**config.mk**
```make
export PLATFORM = sky130hd
export DESIGN_NAME = down_timer
export DESIGN_NICKNAME = d
export VERILOG_FILES = /design/src/rtl/down_timer.sv
export SDC_FILE = /design/constraint.sdc
export NUM_CORES = 1
export LEC_CHECK = 0
export CORE_ASPECT_RATIO = 0.7
export CORE_MARGIN = 3
export CORE_UTILIZATION = 48
export CTS_BUF_LIST = sky130_fd_sc_hd__clkbuf_4
export CTS_CLUSTER_DIAMETER = 150
export DETAILED_ROUTE_END_ITERATION = 12
export MAX_ROUTING_LAYER = met4
export PLACE_DENSITY = 0.78
export SLEW_MARGIN = 15
export SYNTH_ARGS = -nofsm -noshare
export SYNTH_HDL_FRONTEND = slang
export SYNTH_SLANG_ARGS = --single-unit
```
**constraint.sdc**
```tcl
create_clock -name clk -period 1.7 [get_ports clk]
set_input_delay 0.51 -clock clk [delete_from_list [all_inputs] [get_ports clk]]
set_output_delay 0.51 -clock clk [all_outputs]
set_load 0.1 [all_outputs]
```
**src/rtl/down_timer.sv**
```systemverilog
// down_timer: loadable down-counting timer with a one-cycle expiry pulse.
// Accepts a period over a valid/ready handshake, counts it down once per clk,
// and either returns to IDLE or reloads the period (auto-reload mode).
// abort cancels everything, and pause holds the count.
module down_timer #(
    parameter int WIDTH = 8
) (
    input  logic             clk,
    input  logic             rst_n,
    input  logic             load_valid,
    output logic             load_ready,
    input  logic [WIDTH-1:0] load_value,
    input  logic             auto_reload,
    input  logic             pause,
    input  logic             abort,
    output logic [WIDTH-1:0] count,
    output logic             busy,
    output logic             expired
);

    typedef enum logic [1:0] {
        IDLE   = 2'd0,
        RUN    = 2'd1,
        PAUSED = 2'd2
    } state_t;

    state_t           state, state_nxt;
    logic [WIDTH-1:0] count_nxt;
    logic [WIDTH-1:0] reload, reload_nxt;
    logic             ar, ar_nxt;
    logic             expired_nxt;
    logic             accept;

    // abort masks ready so that a load arriving with it is dropped, not deferred.
    assign load_ready = (state == IDLE) && !abort;
    assign accept     = load_valid && load_ready;
    assign busy       = (state != IDLE);

    // State, count, reload and pulse registers; async reset clears everything.
    always_ff @(posedge clk or negedge rst_n) begin
        if (!rst_n) begin
            state   <= IDLE;
            count   <= '0;
            reload  <= '0;
            ar      <= 1'b0;
            expired <= 1'b0;
        end else begin
            state   <= state_nxt;
            count   <= count_nxt;
            reload  <= reload_nxt;
            ar      <= ar_nxt;
            expired <= expired_nxt;
        end
    end

    // Next-state logic: abort first, then pause, then load/decrement.
    always_comb begin
        state_nxt   = state;
        count_nxt   = count;
        reload_nxt  = reload;
        ar_nxt      = ar;
        expired_nxt = 1'b0;
        if (abort) begin
            // Any pending pulse is dropped along with the count.
            state_nxt = IDLE;
            count_nxt = '0;
            ar_nxt    = 1'b0;
        end else begin
            case (state)
                IDLE: begin
                    if (accept) begin
                        if (load_value != '0) begin
                            count_nxt  = load_value;
                            reload_nxt = load_value;
                            ar_nxt     = auto_reload;
                            state_nxt  = RUN;
                        end else begin
                            // A zero period expires immediately and never reloads.
                            expired_nxt = 1'b1;
                        end
                    end
                end
                RUN: begin
                    if (pause) begin
                        state_nxt = PAUSED;
                    end else if (count > WIDTH'(1)) begin
                        count_nxt = count - WIDTH'(1);
                    end else if (count == WIDTH'(1)) begin
                        expired_nxt = 1'b1;
                        if (ar) begin
                            count_nxt = reload;
                        end else begin
                            count_nxt = '0;
                            state_nxt = IDLE;
                        end
                    end else begin
                        // A zero count in RUN cannot occur; recover to IDLE.
                        state_nxt = IDLE;
                    end
                end
                PAUSED: begin
                    // Leaving pause spends one edge with the count held.
                    if (!pause) state_nxt = RUN;
                end
                default: begin
                    state_nxt = IDLE;
                    count_nxt = '0;
                end
            endcase
        end
    end

endmodule

```
==> results.yml, run 1 <==
outcome:
  status: "aborted with a tool error"
  stop_stage: "global routing (5_1_grt)"
  error: "[ERROR DPL-0038] Utilization greater than 100%, impossible to legalize"
clock_network:
  cts_hold_buf: 0
  root_buffer: "clkbuf_4"
  h-tree-depth: 1
  clk_path_buf_depth: 2
  cts_buffers: 3
  cts.sinks: 20
placement:
  gp_congestion: 0.943
  numPortBuffers: 24
  place_hpwl_mm: 3.28
  place_ws_ns: -0.575
  dpl-instance-area_um2: 2010
synthesis:
  synthFlopType: "dfrtp_1"
  netlist.area_leader.share_pct: 39.5
  synthesis.area_um2: 1270
  yosys_warnings: 0
  syn_avg_cell_area_um2: 10.3
  synth.most_common_cell: "dfrtp_1"
  synth_seq_cells: 20
  ys_types: 40
  synth_edf_count: 0
  async_flop_share_pct: 100
  netlist.top_cell.by_area: "dfrtp_1"
  ys_seq_area_share_pct: 39.5
  netlist_instances: 123
  ys_top_cells_by_area: "dfrtp_1 (39%), mux2_2 (6.2%), a22o_1 (5.5%)"
  synthesis.nets: 139
  netlist_top_cells_count: "dfrtp_1 (20), nand2_1 (12), a22o_1 (8)"
global_routing:
  grt_max_degree: 21
die:
  start_util_pct: 54.4
  io_pins: 25
  die_h_um: 49.0
  fp-row-count: 14
  die-width_um: 67.4
sta:
  worst-ep-kind: "register data pin"
  worst_endpoint: "count[5]$_DFFE_PN0P_/D"
-- stage by stage --
| step | utilization, % | std cells |
|---|---|---|
| after global placement | 86.4 | 215 |
| after detailed placement | 86.4 | 215 |
| after CTS | 96.6 | 230 |
| after floorplan | - | 123 |
-- logic make-up after synthesis --
kind of cell | after synthesis | synth area share [%]
AO/OA/AOI/OAI | 29 | 18.2
adder cells (fa/ha/maj) | 2 | 1.97
flip-flops | 20 | 39.5
AND/OR/NAND/NOR | 46 | 22.0
multiplexers | 10 | 8.59
buffers and inverters | 10 | 5.63
XOR/XNOR | 6 | 4.15
-- timing repair --
action	in CTS
buffers inserted	10
setup endpoints to repair	20
gates cloned	1
pin swaps	17
endpoints found under the hold margin	0
gates resized for setup	30
==> run 2: changes to the inputs <==
- CORE_AREA: not set -> 3 3 64 66
- CORE_ASPECT_RATIO: 0.7 -> not set
- CORE_MARGIN: 3 -> not set
- CORE_UTILIZATION: 48 -> not set
- CTS_BUF_LIST: sky130_fd_sc_hd__clkbuf_4 -> not set
- CTS_CLUSTER_DIAMETER: 150 -> not set
- DIE_AREA: not set -> 0 0 67 69
- MAX_ROUTING_LAYER: met4 -> not set
- PLACE_DENSITY: 0.78 -> not set
- PLACE_DENSITY_LB_ADDON: not set -> 0.15
- clock period: 1.7 -> 2.21 ns (I/O delays scaled with it)
==> run 2 against run 1 <==
The flow now finishes without violations; synthesized area unchanged; synthesized cell count unchanged.
==> results.yml, run 2 <==
route:
  drtIter0Drc: 31
  vias: 1126
  wl_per_cell_um: 15.2
  drc: 0
  drt_wl_total_mm: 3.18
  viasPerCell: 5.39
  drt_pass1_iterations: 4
  antenna_left: 0
synthesis:
  syn_avg_cell_area_um2: 10.3
  ys_seq_area_share_pct: 39.5
  yosys_warnings: 0
  synth_seq_cells: 20
  synth.most_common_cell: "dfrtp_1"
  synthesis.nets: 139
  ys_types: 40
  netlist.top_cell.by_area: "dfrtp_1"
  netlist_top_cells_count: "dfrtp_1 (20), nand2_1 (12), a22o_1 (8)"
  synthesis.area_um2: 1270
  ys_top_cells_by_area: "dfrtp_1 (39%), mux2_2 (6.2%), a22o_1 (5.5%)"
  async_flop_share_pct: 100
  netlist.area_leader.share_pct: 39.5
  synthFlopType: "dfrtp_1"
  synth_edf_count: 0
  netlist_instances: 123
placement:
  gp_congestion: 0.883
  place_hpwl_mm: 2.47
  dp.cells: 204
  numPortBuffers: 24
critical_path:
  required_ns: 2.36
  start_kind: "primary input"
  worstSetupPathType: "in2reg"
  arrival_ns: 2.22
  r2r_slack_ns: 0.27
  end_kind: "flip-flop"
  path_max_fanout: 10
global_routing:
  first_global_vias: 1025
  grt_max_degree: 21
  grt_overflow: 0
  track_usage_pct: 13.9
  antenna_found_initial: 0
  grt_pass1_wl_mm: 4.95
die:
  die-width_um: 67
  fp-row-count: 22
  io_pins: 25
  die-area_um2: 4620
  die_h_um: 69
  start_util_pct: 34.9
  core_area_um2: 3630
sta:
  post-route-period-util_pct: 93.9
  slew_viol_final: 0
  grt_setup_unrepaired: "no"
  tightest_slew_ns: 0.502
  finalSetupViolCount: 0
  clock_skew_ns: 0.00679
  finalHoldWorstSlack_ns: 0.519
  fmax_mhz: 482
  fin_tns_setup_ns: 0
  slew_headroom_pct: 66.4
  finalHoldViolations: 0
  layout_min_cycle_time_ns: 2.08
clock_network:
  clock_latency_ns: 0.26
  h-tree-depth: 1
  root_buffer: "clkbuf_8"
  cts_hold_buf: 0
  clk_path_buf_depth: 2
  path_clk_slew_ns: 0.07
  cts_tree: "yes"
  cts_buffers: 3
  cts.sinks: 20
outcome:
  status: "finished clean"
pwr:
  leakagePower_nw: 0.766
  peakVddDrop_uv: 353
  p_per_area_nw_per_um2: 757
final_layout:
  stdcell_count: 209
  drive_gt1_share_pct: 31.7
  largest_registers: "count: 8 flops, reload: 8 flops, state: 2 flops"
  layout_common_cells: "dfrtp_1 (18), buf_4 (16), nand2_1 (12), clkdlybuf4s50_1 (12), buf_12 (11)"
  fill_cells: 363
  synthToLayoutAreaGrowth_pct: 43.3
  postLayoutCoreUtil_pct: 50.0
  nets: 178
  final_common_cell: "dfrtp_1"
  antenna_cells: 0
flow_run:
  maxCapViolCount: 0
min_path:
  hold_class: "reg2reg"
==> run 2: cell counts after synthesis <==
Identical to the previous run, type by type.
==> run 2: layer usage <==
layer	up-vias	global-route usage (%)	wire length, µm
met4	0	4.05	34
met2	31	22.4	1530
met1	554	19.1	1470
met3	5	1.95	156
li1	536	-	-
met5	-	0	0
==> run 2: timing repair <==
action	CTS	global route
endpoints found under the setup margin	1	2
setup buffers	1	0
gates resized for setup	1	0
pin swaps	1	1
==> run 2: where the power goes <==
group          switching [mW]  internal [mW]  total (mW)
registers              0.0681          0.417       0.485
logic                   0.349          0.254       0.604
clock network           0.128          0.159       0.287
total                   0.545          0.830        1.38
==> run 2: kinds of logic (layout without fill, tap and decap cells) <==
group	after synthesis	in the layout	synth area share, %
and+or+nand+nor	46	46	22.0
AOI/OAI and AO/OA	29	29	18.2
DFF	20	20	39.5
muxes	10	10	8.59
buffers and inverters	10	48	5.63
xor gates and xnor gates	6	6	4.15
adders and majority gates	2	2	1.97
==> run 2: final cells by class <==
class                   count  area [µm²]  area share [%]
repair buffers             40         469            25.8
multi-input cells          93         711            39.1
clock buffers               4        55.1            3.03
inverters                   4        18.8            1.03
well taps                  48        60.1            3.31
flip-flops and latches     20         503            27.7
==> run 2: final timing paths <==
path,cells after the start,start,end
max,5,load_value[3],reload[0]
min,1,reload[0],reload[0]
max reg2reg,6,count[0],count[1]
min reg2reg,1,reload[0],reload[0]
max in group asynchronous,2,rst_n,count[0]
min in group asynchronous,2,rst_n,count[2]
==> run 2: metrics by stage <==
step | instance area [µm²] | setup slack [ns] | total power, mW
after floorplan | 1290 | -0.288 | 0.878
after global placement | 1760 | -0.206 | 1.09
after detailed placement | 1760 | -0.204 | 1.10
after CTS | 1820 | 0.0747 | 1.38
after global routing | 1820 | 0.0385 | 1.43
final | 1820 | 0.134 | 1.38
==> run 2: worst max-delay path: stages <==
cell	delay (ns)
clkdlybuf4s50_1	0.49
nor4_1	0.07
and2_1	0.20
nor3_4	0.41
mux2_2	0.39
Note: power is estimated with default switching activity, not from simulation.
==> run 3: changes to the inputs <==
- DONT_BUFFER_PORTS: not set -> 1
==> run 3 against run 2 <==
Critical path depth fell by 1; sequential share of layout area up 6.6 points; clock power down 2%; die area unchanged; power shrank 9.3%; wire length is 2.2% lower; core utilization shrank 9.7 points; global-route usage increased by 0.78 points; register-to-register slack gained 0.04 ns; clock skew increased by 0.0022 ns; hold slack worse by 0.43 ns; critical endpoint is now load_ready; largest power group unchanged.
==> results.yml, run 3 (synthesis results as in run 2) <==
global_routing:
  track_usage_pct: 14.7
  first_global_vias: 1045
  grt_max_degree: 21
  grt_pass1_wl_mm: 5.35
  antenna_found_initial: 0
  grt_overflow: 0
pwr:
  leakagePower_nw: 0.615
  p_int_uw: 742
  p_sw_share_pct: 40.6
  finalPower_mw: 1.25
  p_seq_share_pct: 37.2
  p_sw_uw: 506
  peakVddDrop_uv: 336
  p_clk_share_pct: 22.6
  p_comb_share_pct: 40.2
  p_per_area_nw_per_um2: 851
final_layout:
  layout_common_cells: "dfrtp_1 (18), buf_4 (13), nand2_1 (12)"
  drive_gt1_share_pct: 28.1
  largest_registers: "count: 8 flops, reload: 8 flops, state: 2 flops"
  synthToLayoutAreaGrowth_pct: 15.6
  antenna_cells: 0
  postLayoutCoreUtil_pct: 40.3
  fill_cells: 372
  final_common_cell: "dfrtp_1"
  finish.instance_area_um2: 1470
  nets: 152
critical_path:
  start_kind: "flip-flop"
  arrival_ns: 1.45
  end_kind: "primary output"
  crit_family: "flip-flops"
  worstReg2RegStart: "count[0]"
  crit_chain: "nor2_4 -> clkinvlp_4 -> nor2_4 -> buf_12"
  path_max_fanout: 8
  cp_slowest_cell: "dfrtp_1"
  critPathMaxStageDelay_ns: 0.49
  cp.depth: 4
  required_ns: 1.55
  r2r_cells: 5
  critPathBufInv: 2
  r2r-end: "count[7]"
  cp-startpoint: "state[1]"
  crit_top_cell: "nor2_4"
  worstSetupPathType: "reg2out"
  r2r_slack_ns: 0.31
  crit_end: "load_ready"
route:
  drt_pass1_iterations: 4
  drt_wl_total_mm: 3.11
  drc: 0
  vias: 1000
  viasPerCell: 5.46
  drtIter0Drc: 46
  antenna_left: 0
  wl_per_cell_um: 17.0
clock_network:
  clk_path_buf_depth: 2
  h-tree-depth: 1
  cts_hold_buf: 0
  cts_resized: 0
  cts_tree: "yes"
  clock_latency_ns: 0.26
  cts_buffers: 3
  cts.sinks: 20
  path_clk_slew_ns: 0.08
  root_buffer: "clkbuf_8"
placement:
  place_hpwl_mm: 2.44
  place_ws_ns: 0.252
  numPortBuffers: 0
  gp_congestion: 0.877
  dpl-instance-area_um2: 1400
sta:
  fmax_mhz: 474
  slew_viol_final: 0
  layout_setup_ws_ns: 0.102
  finalHoldViolations: 0
  post-route-period-util_pct: 95.4
  tightest_slew_ns: 0.470
  clock_skew_ns: 0.00897
  finalSetupViolCount: 0
  fin_tns_setup_ns: 0
  layout_min_cycle_time_ns: 2.11
  slew_headroom_pct: 68.5
die:
  die-width_um: 67
  start_util_pct: 34.9
  die_h_um: 69
  core_area_um2: 3630
  io_pins: 25
  fp-row-count: 22
  die-area_um2: 4620
flow_run:
  maxCapViolCount: 0
outcome:
  status: "finished clean"
min_path:
  hold_class: "in2async"
==> run 3: changes by cell type in the layout (fill, tap and decap cells not counted) <==
cell,delta
buf_12,-10
buf_4,-3
clkdlybuf4s50_1,-12
dlygate4sd2_1,-1
==> run 3: how the worst min path moves through the flow <==
| stage | start | to | slack (ns) |
|---|---|---|---|
| 2_1_floorplan | rst_n | ar | 0.37 |
| 3_3_place_gp | rst_n | expired | 0.37 |
| 3_5_place_dp | rst_n | expired | 0.37 |
| 4_1_cts | rst_n | expired | 0.08 |
| 5_1_grt | rst_n | expired | 0.07 |
| 6_report | rst_n | expired | 0.09 |
==> run 3: cell type report <==
class | count | area [µm²] | share of cell area [%]
Multi-Input combinational cell | 93 | 711 | 48.5
Timing Repair Buffer | 14 | 118 | 8.03
Inverter | 4 | 18.8 | 1.28
Tap cell | 48 | 60.1 | 4.10
Clock buffer | 4 | 55.1 | 3.76
Sequential cell | 20 | 503 | 34.3
==> run 3: worst register-to-register path: stages, from the launching register on <==
cell and delay (ns):
dfrtp_2 0.46, or4_4 0.59, nor4_4 0.16, xnor2_1 0.17
o221ai_1 0.18, a22o_1 0.22
==> run 3: power by group through the flow <==
stage	combinational (mW)	sequential, mW	clock [mW]
floorplan	0.273	0.605	0
global placement	0.497	0.470	0
detailed placement	0.497	0.472	0
CTS	0.499	0.465	0.292
global route	0.531	0.475	0.308
finish	0.501	0.465	0.282
==> run 3: metrics by stage <==
step	instances	hold WS, ns
after detailed placement	178	0.368
after global placement	178	0.368
after CTS	182	0.0849
final	183	0.0894
after floorplan	123	0.367
after global routing	183	0.0722
==> run 3: repair_timing <==
action | in CTS | in global routing
setup buffers | 0 | 1
endpoints found under the setup margin | 0 | 1
endpoints found under the hold margin | 0 | 0
==> run 3: per-layer routing <==
layer	wire length [µm]	global-route usage [%]
met1	1410	21.0
met2	1500	22.3
met4	10	3.38
met5	0	0
met3	188	3.26
